==> config.mk <==
export PLATFORM = sky130hd
export DESIGN_NAME = riscv_fetch_unit
export DESIGN_NICKNAME = d
export VERILOG_FILES = /design/src/rtl/riscv_fetch_unit.sv
export SDC_FILE = /design/constraint.sdc
export NUM_CORES = 1
export LEC_CHECK = 0
export CORE_AREA = 10 10 192 194
export DETAILED_ROUTE_END_ITERATION = 16
export DIE_AREA = 0 0 202 204
export GPL_ROUTABILITY_DRIVEN = 0
export GPL_TIMING_DRIVEN = 0
export SETUP_SLACK_MARGIN = 0.3
export SKIP_CTS_REPAIR_TIMING = 1
export SKIP_LAST_GASP = 1
export SLEW_MARGIN = 10
export SYNTH_ARGS = -nofsm -noshare
export SYNTH_HDL_FRONTEND = slang
export SYNTH_SLANG_ARGS = --single-unit
==> constraint.sdc <==
create_clock -name clk_i -period 15.6 [get_ports clk_i]
set_input_delay 2.34 -clock clk_i [delete_from_list [all_inputs] [get_ports clk_i]]
set_output_delay 2.34 -clock clk_i [all_outputs]
set_load 0.01 [all_outputs]
==> src/rtl/riscv_fetch_unit.sv <==
// Instruction fetch: owns the PC, issues credit-limited pipelined imem requests and buffers responses in a prefetch FIFO.
// Optional feature macro RISCV_FETCH_MISALIGN_EN: a misaligned redirect sets a sticky misalign_o and halts fetching.
module riscv_fetch_unit #(
  parameter logic [31:0] RESET_PC   = 32'h0000_0000,
  parameter int          FIFO_DEPTH = 2
) (
  input  logic        clk_i,
  input  logic        rst_i,
  output logic        imem_req_o,
  output logic [31:0] imem_addr_o,
  input  logic        imem_gnt_i,
  input  logic        imem_rvalid_i,
  input  logic [31:0] imem_rdata_i,
  input  logic        redirect_i,
  input  logic [31:0] redirect_pc_i,
  output logic        instr_valid_o,
  output logic [31:0] instr_o,
  output logic [31:0] instr_pc_o,
  input  logic        instr_ready_i,
  output logic        misalign_o
);
  localparam int CW = $clog2(FIFO_DEPTH + 1);
  localparam int PW = $clog2(FIFO_DEPTH);
  localparam logic [CW:0] DEPTH_W = (CW+1)'(FIFO_DEPTH);

  logic [31:0]   fa_q, fa_d, rpc_q, rpc_d;
  logic [CW-1:0] out_q, out_d, disc_q, disc_d, cnt_q, cnt_d;
  logic [PW-1:0] rd_q, rd_d, wr_q, wr_d;
  logic          mis_q, mis_d;
  logic [31:0]   instr_mem_q [FIFO_DEPTH];
  logic [31:0]   pc_mem_q    [FIFO_DEPTH];

  logic          pop, resp, push, gnt, credit_ok, mis_target;
  logic [31:0]   target;
  logic [CW:0]   occupancy;

  // A response with nothing outstanding is a protocol violation and is ignored.
  assign pop       = (cnt_q != '0) & instr_ready_i;
  assign resp      = imem_rvalid_i & (out_q != '0);
  assign push      = resp & (disc_q == '0);
  assign occupancy = {1'b0, out_q} + {1'b0, cnt_q} - {{CW{1'b0}}, pop};
  assign credit_ok = occupancy < DEPTH_W;
  assign imem_req_o = credit_ok & ~redirect_i & ~mis_q;
  assign gnt        = imem_req_o & imem_gnt_i;
  assign target     = {redirect_pc_i[31:2], 2'b00};

`ifdef RISCV_FETCH_MISALIGN_EN
  assign mis_target = redirect_pc_i[1:0] != 2'b00;
`else
  logic unused_pc_lsb;
  assign unused_pc_lsb = ^redirect_pc_i[1:0];
  assign mis_target    = 1'b0;
`endif

  // NOTE: every next-state signal gets its hold value first, so this block can never infer a latch.
  always_comb begin
    fa_d   = fa_q;
    rpc_d  = rpc_q;
    disc_d = disc_q;
    rd_d   = rd_q;
    wr_d   = wr_q;
    mis_d  = mis_q;
    out_d  = out_q + CW'(gnt) - CW'(resp);
    cnt_d  = cnt_q + CW'(push) - CW'(pop);
    if (gnt) fa_d = fa_q + 32'd4;
    if (push) begin
      rpc_d = rpc_q + 32'd4;
      wr_d  = wr_q + PW'(1);
    end
    if (pop) rd_d = rd_q + PW'(1);
    if (resp && !push) disc_d = disc_q - CW'(1);
    // Flush wins over any same-cycle push or pop; in-flight words become discards.
    if (redirect_i) begin
      fa_d   = target;
      rpc_d  = target;
      cnt_d  = '0;
      rd_d   = '0;
      wr_d   = '0;
      disc_d = out_q - CW'(resp);
      mis_d  = mis_target;
    end
  end

  // NOTE: state registers use non-blocking assignments only; all decisions live in the comb block above.
  always_ff @(posedge clk_i or posedge rst_i) begin
    if (rst_i) begin
      fa_q   <= RESET_PC;
      rpc_q  <= RESET_PC;
      out_q  <= '0;
      disc_q <= '0;
      cnt_q  <= '0;
      rd_q   <= '0;
      wr_q   <= '0;
      mis_q  <= 1'b0;
    end else begin
      fa_q   <= fa_d;
      rpc_q  <= rpc_d;
      out_q  <= out_d;
      disc_q <= disc_d;
      cnt_q  <= cnt_d;
      rd_q   <= rd_d;
      wr_q   <= wr_d;
      mis_q  <= mis_d;
    end
  end

  // NOTE: the FIFO storage is reset so the head reads as zero before the first push.
  always_ff @(posedge clk_i or posedge rst_i) begin
    if (rst_i) begin
      for (int i = 0; i < FIFO_DEPTH; i++) begin
        instr_mem_q[i] <= '0;
        pc_mem_q[i]    <= '0;
      end
    end else if (push) begin
      instr_mem_q[wr_q] <= imem_rdata_i;
      pc_mem_q[wr_q]    <= rpc_q;
    end
  end

  assign imem_addr_o   = fa_q;
  assign instr_valid_o = cnt_q != '0;
  assign instr_o       = instr_mem_q[rd_q];
  assign instr_pc_o    = pc_mem_q[rd_q];
  assign misalign_o    = mis_q;
endmodule

==> run summary <==
CTS buffer count -> 17
CP most frequent cell -> clkdlybuf4s50_1
Peak supply drop -> 0.09463 mV
Synth top area share -> 52.65%
I/O pin count -> 169
Drt pass-1 iters -> 4
Ys flop type -> dfrtp_1
Worst path slowest cell -> xnor2_1
Clk_skew -> 0.01639 ns
Bufs on Longest Clock Path -> 2
Diodes inserted -> 0
Final Util -> 36.15%
CP Cell Sequence -> clkdlybuf4s50_1, nand2_1, nor2_1, o21ai_0, fa_1, xnor2_1, nor3b_1, clkdlybuf4s50_1
Worst reg2reg endpoint -> out_q[1]$_DFF_PP0_
Register bit count reported by yosys -> 192
Yosys top cell by area -> dfrtp_1
DRC -> 0
Dpl hpwl -> 19180 µm
Filler cells -> 3325
Cell family with most CP delay -> buffers and inverters
R2r worst-path depth -> 12
Ratio of cells with drive above 1 in the final layout -> 23.78%
Synth cell types -> 44
Avg Cell Area, Syn -> 11.91 µm²
Worst-Skew Late Latency -> 0.45 ns
Power per standard cell area -> 179.5 nW/µm²
Slew Limit Fails -> 0
Number of global-route vias before repair -> 6979
CP endpoint kind -> output pin
Port bufs -> 160
Worst-margin pin slew -> 1.088 ns
Routed length per instance -> 18.51 µm
Commonest cells in the netlist -> dfrtp_1 (192), mux2_2 (178), nand2_1 (58)
Maxcap violations -> 0
Period utilization -> 46.66%
Required @ worst endpoint -> 13.26 ns
Initial Util -> 27.56%
Initial DRC Count -> 359
RSZ-0062 raised after global routing -> no
Top post-synthesis cells by area -> dfrtp_1 (53%), mux2_2 (22%), xnor2_1 (3.1%), o21ai_0 (2.4%), nand2_1 (2.4%)
Hold path start -> pc_mem_q[10]$_DFFE_PP0P_
Post-DR vias/cell -> 4.684
Synthesized area -> 9126 µm²
CP max FO -> 9
FP Rows -> 67
Width of the chip -> 202 µm
Floorplan core area -> 33110 µm²
CTS tree -> built
Worst Setup Start Kind -> primary input
Endpoint, Worst Hold -> pc_mem_q[10]$_DFFE_PP0P_
Die footprint -> 41210 µm²
Hold Path Class -> register to register
Clock-pin slew on the worst setup and hold paths -> 0.07 ns
Root Driver -> clkbuf_16
Clock net sink count -> 192
Status -> finished clean
Detail Route Antenna Nets -> 0
Most common cell in the netlist -> dfrtp_1
Hold depth -> 2
Routed WL -> 26120 µm
Max Clock Freq -> 137.4 MHz
LEAKAGE -> 4.860 nW
Initial antenna violation count -> 1
Die height -> 204 µm
Post-synth ARST share -> 100.0%
Fin nets -> 1030
Final Non-Filler Cells -> 1411
Area Overhead vs Synth -> 31.16%
Routed via count -> 6609
Post-layout minimum cycle time -> 7.278 ns
Post-synth EDFFs -> 0
Gate Count Post-Synth -> 766
Sequential fraction of the synthesis area -> 52.65%
Yosys Warn Count -> 0
Setup TNS -> 0 ns
Hold Vio Cnt, Final -> 0
Worst path arrival time -> 4.94 ns
Worst path max stage delay -> 0.68 ns
First-pass GRT wire length -> 41540 µm
Critical path type -> primary input to output pin
Reg2reg setup slack -> 11.56 ns
All-Layer GR Usage -> 12.83%
CTS H-tree lvls -> 4
Reg-to-Reg Start -> out_q[1]$_DFF_PP0_
Final setup viols -> 0
Inst Count DP -> 1379
Total congestion overflow -> 0
Dpl ws -> 8.318 ns
Max_slew headroom -> 27.19%
Worst path bufs/invs -> 2
Largest net degree at the start of global routing -> 98
Worst setup margin -> 8.322 ns
flip-flops by register name, indices dropped and copies added, names as in the netlist:
signal	flops
disc_q	2
rpc_q	30
cnt_q	2
rd_q	1
out_q	2
pc_mem_q	60
imem_addr_o	30
instr_mem_q	64
wr_q	1
logic make-up (layout without fill, tap and decap cells):
kind of cell,count (synthesis),after routing,share of synthesized area (%)
AND/OR/NAND/NOR,178,178,9.761
other,1,5,0.04109
AO/OA/AOI/OAI,97,97,6.951
XOR/XNOR,42,42,4.031
buffers and inverters,67,260,3.044
multiplexers,179,179,22.07
flip-flops,192,192,52.65
adder cells (fa/ha/maj),10,10,1.453
layout make-up:
type,count,area (µm²),share of cell area (%)
Inverter,25,103.9,0.8676
Clock buffer,18,429.2,3.585
Multi-Input combinational cell,511,4065,33.96
Timing Repair Buffer,161,1629,13.61
Sequential cell,192,4805,40.14
Tap cell,448,560.5,4.683
Buffer,42,181.4,1.516
Clock inverter,14,196.4,1.641
power breakdown:
part	internal [W]	switching, W
Clock	0.000246	0.000219
Sequential	0.000686	0.000110
Combinational	0.000512	0.000375
how the worst max path moves through the flow:
stage	slack [ns]	endpoint	depth (start not counted)	from
floorplan	8.03	cnt_q[0]$_DFF_PP0_	1	rst_i
global placement	5.27	pc_mem_q[30]$_DFFE_PP0P_	2	rst_i
detailed placement	8.32	imem_req_o	8	instr_ready_i
CTS	8.30	imem_req_o	8	instr_ready_i
global route	8.14	imem_req_o	8	instr_ready_i
finish	8.32	imem_req_o	8	instr_ready_i
stage by stage:
step / power, W / area (µm²) / hold slack (ns)
4_1_cts: 0.002184 / 11970 / 0.4870
6_report: 0.002148 / 11970 / 0.4799
5_1_grt: 0.002296 / 11970 / 0.5061
3_3_place_gp: 0.001687 / 11300 / 0.4589
3_5_place_dp: 0.001709 / 11340 / 0.4674
2_1_floorplan: 0.001287 / 9141 / 0.4444
metal layers:
layer | vias up | global-route usage (%) | share of wire (%)
li1 | 3109 | - | -
met1 | 3285 | 17.99 | 49
met2 | 197 | 19.28 | 44
met3 | 16 | 3.788 | 6.0
met4 | 2 | 2.362 | 0.68
met5 | - | 0 | 0.050
layout by cell type, fill, tap and decap left out, types with 4 or more instances in the layout:
cell / synthesis / layout
a21boi_0: 11 / 11
a21oi_1: 5 / 5
a31o_2: 4 / 4
a31oi_1: 4 / 4
and3_1: 10 / 10
buf_1: 7 / 7
buf_4: 6 / 6
clkbuf_1: 28 / 29
clkbuf_16: 0 / 17
clkdlybuf4s50_1: 0 / 160
conb_1: 1 / 5
dfrtp_1: 192 / 192
ha_1: 9 / 9
inv_1: 22 / 21
inv_8: 0 / 5
mux2_2: 178 / 178
nand2_1: 58 / 58
nand2b_1: 7 / 7
nand3_1: 16 / 16
nand4_1: 23 / 23
nor2_1: 24 / 24
nor2b_1: 4 / 4
nor3_1: 11 / 11
nor4_1: 7 / 6
o211ai_1: 7 / 7
o21ai_0: 44 / 44
o311ai_0: 15 / 15
or3_1: 5 / 5
xnor2_1: 32 / 32
xor2_1: 10 / 10
worst register-to-register path, cell delays in order (launching register included):
cell,delay (ns)
dfrtp_1,0.43
inv_1,0.07
ha_1,0.31
fa_1,0.43
xnor2_1,0.31
nor2_1,0.67
clkinv_1,0.52
clkbuf_1,0.35
ha_1,0.35
inv_1,0.04
ha_1,0.18
xnor2_1,0.17
xnor2_1,0.14
No activity file was read; power rests on OpenSTA's default activity.
